--- src/rtl/execute_mod.sv ---
// EX stage of the RV32I pipeline: operand forwarding, ALU, beq decision/target, EX/MEM register.
// Optional performance counters are enabled by defining EX_PERF_CNT_EN.
module execute_mod #(
  parameter int DATA_W = 32,
  parameter int REG_AW = 5,
  parameter int CNT_W  = 32
) (
  input  logic              clk,
  input  logic              rst,
  input  logic              RegWriteE,
  input  logic              ALUSrcE,
  input  logic              MemWriteE,
  input  logic              ResultSrcE,
  input  logic              BranchE,
  input  logic [2:0]        ALUControlE,
  input  logic [DATA_W-1:0] RD1E,
  input  logic [DATA_W-1:0] RD2E,
  input  logic [DATA_W-1:0] PCE,
  input  logic [DATA_W-1:0] PCPlus4E,
  input  logic [DATA_W-1:0] ImmExtE,
  input  logic [REG_AW-1:0] RdE,
  input  logic [1:0]        ForwardAE,
  input  logic [1:0]        ForwardBE,
  input  logic [DATA_W-1:0] ResultW,
  output logic              PCSrcE,
  output logic [DATA_W-1:0] PCTargetE,
  output logic              RegWriteM,
  output logic              MemWriteM,
  output logic              ResultSrcM,
  output logic [REG_AW-1:0] RdM,
  output logic [DATA_W-1:0] ALUResultM,
  output logic [DATA_W-1:0] WriteDataM,
  output logic [DATA_W-1:0] PCPlus4M
`ifdef EX_PERF_CNT_EN
  ,
  output logic [CNT_W-1:0]  InstrCntE,
  output logic [CNT_W-1:0]  TakenCntE
`endif
);

  logic              reg_write_q, mem_write_q, result_src_q;
  logic [REG_AW-1:0] rd_q;
  logic [DATA_W-1:0] alu_result_q, write_data_q, pc_plus4_q;

  logic [DATA_W-1:0] src_a, src_b, write_data_e, alu_result_e;
  logic              zero_e;

  // Select code 11 falls through to the register-file value, same as 00.
  always_comb begin
    case (ForwardAE)
      2'b01:   src_a = ResultW;
      2'b10:   src_a = alu_result_q;
      default: src_a = RD1E;
    endcase
    case (ForwardBE)
      2'b01:   write_data_e = ResultW;
      2'b10:   write_data_e = alu_result_q;
      default: write_data_e = RD2E;
    endcase
    src_b = ALUSrcE ? ImmExtE : write_data_e;
  end

  always_comb begin
    alu_result_e = '0;
    case (ALUControlE)
      3'b000: alu_result_e = src_a + src_b;
      3'b001: alu_result_e = src_a - src_b;
      3'b010: alu_result_e = src_a & src_b;
      3'b011: alu_result_e = src_a | src_b;
      3'b100: alu_result_e = src_a << src_b[4:0];
      3'b101: alu_result_e = {{(DATA_W-1){1'b0}}, ($signed(src_a) < $signed(src_b))};
      3'b110: alu_result_e = src_a ^ src_b;
      default: alu_result_e = '0;
    endcase
  end

  assign zero_e    = (alu_result_e == '0);
  assign PCSrcE    = BranchE & zero_e;
  assign PCTargetE = PCE + ImmExtE;

  always_ff @(posedge clk or posedge rst) begin
    if (rst) begin
      reg_write_q  <= 1'b0;
      mem_write_q  <= 1'b0;
      result_src_q <= 1'b0;
      rd_q         <= '0;
      alu_result_q <= '0;
      write_data_q <= '0;
      pc_plus4_q   <= '0;
    end else begin
      reg_write_q  <= RegWriteE;
      mem_write_q  <= MemWriteE;
      result_src_q <= ResultSrcE;
      rd_q         <= RdE;
      alu_result_q <= alu_result_e;
      write_data_q <= write_data_e;
      pc_plus4_q   <= PCPlus4E;
    end
  end

  assign RegWriteM  = reg_write_q;
  assign MemWriteM  = mem_write_q;
  assign ResultSrcM = result_src_q;
  assign RdM        = rd_q;
  assign ALUResultM = alu_result_q;
  assign WriteDataM = write_data_q;
  assign PCPlus4M   = pc_plus4_q;

`ifdef EX_PERF_CNT_EN
  logic [CNT_W-1:0] instr_cnt_q, instr_cnt_d, taken_cnt_q, taken_cnt_d;

  // Saturating counters: hold at all-ones rather than wrapping.
  always_comb begin
    instr_cnt_d = instr_cnt_q;
    taken_cnt_d = taken_cnt_q;
    if ((RegWriteE | MemWriteE | BranchE) && (instr_cnt_q != '1))
      instr_cnt_d = instr_cnt_q + 1'b1;
    if (PCSrcE && (taken_cnt_q != '1))
      taken_cnt_d = taken_cnt_q + 1'b1;
  end

  always_ff @(posedge clk or posedge rst) begin
    if (rst) begin
      instr_cnt_q <= '0;
      taken_cnt_q <= '0;
    end else begin
      instr_cnt_q <= instr_cnt_d;
      taken_cnt_q <= taken_cnt_d;
    end
  end

  assign InstrCntE = instr_cnt_q;
  assign TakenCntE = taken_cnt_q;
`else
  // Counter width only matters when the counters are built.
  if (CNT_W < 1) begin : g_cnt_w_unused
  end
`endif

endmodule
--- config.mk ---
export PLATFORM = sky130hd
export DESIGN_NAME = execute_mod
export DESIGN_NICKNAME = d
export VERILOG_FILES = /design/src/rtl/execute_mod.sv
export SDC_FILE = /design/constraint.sdc
export NUM_CORES = 1
export LEC_CHECK = 0
export ABC_CLOCK_PERIOD_IN_PS = 14850
export BUFFER_PORTS_ARGS = -buffer_cell sky130_fd_sc_hd__buf_2
export CORE_MARGIN = 2
export CORE_UTILIZATION = 50
export DETAILED_ROUTE_END_ITERATION = 8
export HOLD_SLACK_MARGIN = 0.1
export PLACE_DENSITY = 0.77
export REMOVE_ABC_BUFFERS = 1
export SYNTH_ARGS = -nofsm -noshare
export SYNTH_HDL_FRONTEND = slang
export SYNTH_SLANG_ARGS = --single-unit
--- constraint.sdc ---
create_clock -name clk -period 14.85 [get_ports clk]
set_clock_uncertainty 0.05 [all_clocks]
set_input_delay 1.485 -clock clk [delete_from_list [all_inputs] [get_ports clk]]
set_output_delay 1.485 -clock clk [all_outputs]
set_load 0.1 [all_outputs]
==> summary.md <==
| Metric | Value |
|---|---|
| Post-DR wirelength/cell | `22.3 µm` |
| Synth area leaders | `dfrtp_1 20%, ha_1 14%, o21ai_0 6.1%` |
| Crit path launch | `ForwardBE[0]` |
| Kind of critical path | `input pin to primary output` |
| GPL Wtd Cong | `1.01` |
| Vias in the first global route | `13.9k` |
| Peak supply drop | `0.0849 mV` |
| Outcome | `completed` |
| Chip width | `164 µm` |
| Clock root cell | `clkbuf_16` |
| Critical Path AT | `8.22 ns` |
| Core ar. | `0.0253 mm²` |
| Asr flop ratio synth | `1.00` |
| Crit share post-route | `0.657` |
| Commonest cells after routing, fill and taps aside | `347 x buf_2, 193 x nand2_1, 158 x o21ai_0` |
| Ys Warns | `0` |
| Crit start category | `input pin` |
| Overflow after GRT | `0` |
| Crit-path max FO | `64` |
| Total GRT Usage | `0.376` |
| Slowest CP cell | `buf_4` |
| Setup TNS | `0 ns` |
| RSZ-0062 raised after global routing | `false` |
| # IOs | `348` |
| Fmax | `103 MHz` |
| Pwr Density | `119 mW/mm²` |
| Hold bufs inserted after CTS | `0` |
| CTS tree | `yes` |
| Fill cells | `2,400` |
| Worst Setup Slack, final | `5.09 ns` |
| Yosys cell types | `83` |
| Slew @ Worst Pin | `1.10 ns` |
| ANT nets after route | `0` |
| Max-Cap Viols | `0` |
| Via count | `14.7k` |
| Worst R2R End | `ALUResultM[30]` |
| WP data required | `13.32 ns` |
| Slew HR | `0.261` |
| Starting Density | `0.510` |
| Count of input and output buffers | `347` |
| Clk sinks | `104` |
| R2R cell count | `16` |
| P_leak | `0.00755 µW` |
| Cts repair resizes | `0` |
| DP HPWL | `40,300 µm` |
| Vias per Instance | `6.22` |
| Worst skew pair latency | `0.38 ns` |
| Synth area leader | `dfrtp_1` |
| Post-synth EDFFs | `0` |
| Mapped Area | `0.0129 mm²` |
| CTS buffer count | `9` |
| Die Height | `164 µm` |
| Synth Flop Type | `dfrtp_1` |
| Proportion of layout cells with a drive suffix above 1 | `0.211` |
| Die area | `0.0270 mm²` |
| Synth top area share | `0.202` |
| Final hold violation count | `0` |
| Pin count of the biggest net entering global routing | `65` |
| Htree depth | `3` |
| Final WL | `52,600 µm` |
| CP max stage delay | `0.58 ns` |
| Initial antenna violation count | `3` |
| Global-route wire length before repair | `78,700 µm` |
| DRC | `0` |
| Pre-CTS WS | `5.36 ns` |
| Post-CTS Setup Inserts | `0` |
| CTS clk-pin slew, worst paths | `0.09 ns` |
| Setup-failing EPs final | `0` |
| FF-to-FF setup slack | `9.54 ns` |
| Register area share after synthesis | `0.202` |
| 1st-pass router iterations | `6` |
| Synth-to-Final Area Change | `17.6%` |
| Final nets | `2,376` |
| Crit path to | `PCSrcE` |
| Syn Area/Cell | `7.43 µm²` |
| Num rows | `58` |
| Worst setup EP type | `primary output` |
| Commonest non-fill, non-tap cell in the layout | `buf_2` |
| Synthesized flop and latch total | `104` |
| Clock Path Buffers | `2` |
| Worst path cell trace | `buf_2 > inv_1 > ha_2 > buf_4 > nor3b_1 > a211o_1 > buf_4 > clkinv_1 > ha_1 > inv_1 > fa_1 > nor2_1 > o221ai_1 > o21ai_0 > o21ai_0 > o221ai_1 > xor2_1 > a221o_1 > or4_1 > nor4_1 > nand4_1 > nor3_2 > buf_2` |
| HP Class | `flip-flop to flip-flop` |
| DR iter-0 viols | `1,563` |
| Final slew viol count | `0` |
| Reg-to-Reg Start | `ALUResultM[0]` |
| Min cycle time layout | `9.76 ns` |
| Mapped Cells | `1,732` |
==> synthesized netlist by cell type, types with 7 or more instances <==
cell and count:
o221ai_1 10, or3_1 12, nor3_1 26, a22oi_1 65, o21ai_0 158, o31ai_1 10, and2_1 8, clkbuf_1 74
ha_1 141, dfrtp_1 104, xnor2_1 36, inv_1 141, o22ai_1 14, nand2b_1 22, mux2i_1 67, nand4_1 7
o21a_1 14, o2111ai_1 7, a31oi_1 8, a211o_1 7, a211oi_1 30, nor2_1 155, a21oi_1 137, buf_1 11
a221o_1 8, nor2b_1 17, buf_2 11, o21bai_1 12, a21o_1 21, nand2_1 193, nand3_1 24, or2_2 7
xor2_1 18, and3_1 12, o211ai_1 25
==> layout make-up <==
cell class              instances  area, µm²  area share
repair buffers                380       1980       0.131
well taps                     330        413      0.0273
diodes                          1       2.50    0.000165
clock inverters                 7       65.1     0.00430
inverters                     145        548      0.0362
flip-flops and latches        104       2600       0.172
clock buffers                   9        225      0.0149
multi-input cells            1381       9290       0.614
==> report_power, final <==
part	internal [µW]	switching [µW]
sequential	318	23.9
clock	118	144
combinational	299	902
==> worst min path at each step <==
stage,depth (start not counted),endpoint,from
global route,2,WriteDataM[2],ALUResultM[2]
detailed placement,2,WriteDataM[1],ALUResultM[1]
finish,2,WriteDataM[1],ALUResultM[1]
floorplan,2,WriteDataM[0],ALUResultM[0]
global placement,2,WriteDataM[1],ALUResultM[1]
CTS,2,WriteDataM[1],ALUResultM[1]
==> worst max-delay path, delay by kind of cell <==
kind	cells	cell delay [ns]
simple gates	6	1.75
xor+xnor	1	0.19
compound gates	6	1.71
fa+ha+maj	3	0.87
buf+inv	7	2.14
==> per-layer routing <==
layer / vias up / wire length, µm / share of wire / GRT usage
met2: 837 / 23800 / 0.45 / 0.601
met1: 6895 / 21700 / 0.41 / 0.499
met4: 4 / 1730 / 0.033 / 0.133
li1: 6791 / - / - / -
met3: 126 / 5380 / 0.10 / 0.0834
met5: - / 20 / 0.00038 / 0
==> cells by family after synthesis <==
| group | count (synthesis) | share of synthesized area |
|---|---|---|
| AO/OA/AOI/OAI | 596 | 0.301 |
| AND/OR/NAND/NOR | 511 | 0.180 |
| buffers and inverters | 247 | 0.0764 |
| adder cells (fa/ha/maj) | 144 | 0.142 |
| flip-flops | 104 | 0.202 |
| multiplexers | 76 | 0.0626 |
| XOR/XNOR | 54 | 0.0367 |
==> registers in the layout (all words and copies together), names as in the netlist <==
name / cells
ALUResultM: 32
MemWriteM: 1
PCPlus4M: 32
RdM: 5
RegWriteM: 1
ResultSrcM: 1
WriteDataM: 32
==> stage by stage <==
step | power (µW) | area (µm²) | instances | utilization | hold slack (ns)
finish | 1810 | 15100 | 2357 | 0.599 | 0.578
global route | 1890 | 15100 | 2357 | 0.599 | 0.617
detailed placement | 1520 | 14800 | 2340 | 0.588 | 0.575
global placement | 1520 | 14800 | 2340 | 0.588 | 0.559
floorplan | 1230 | 12400 | 1630 | - | 1.20
CTS | 1790 | 15100 | 2356 | 0.599 | 0.586
No activity file was read; power rests on OpenSTA's default activity.
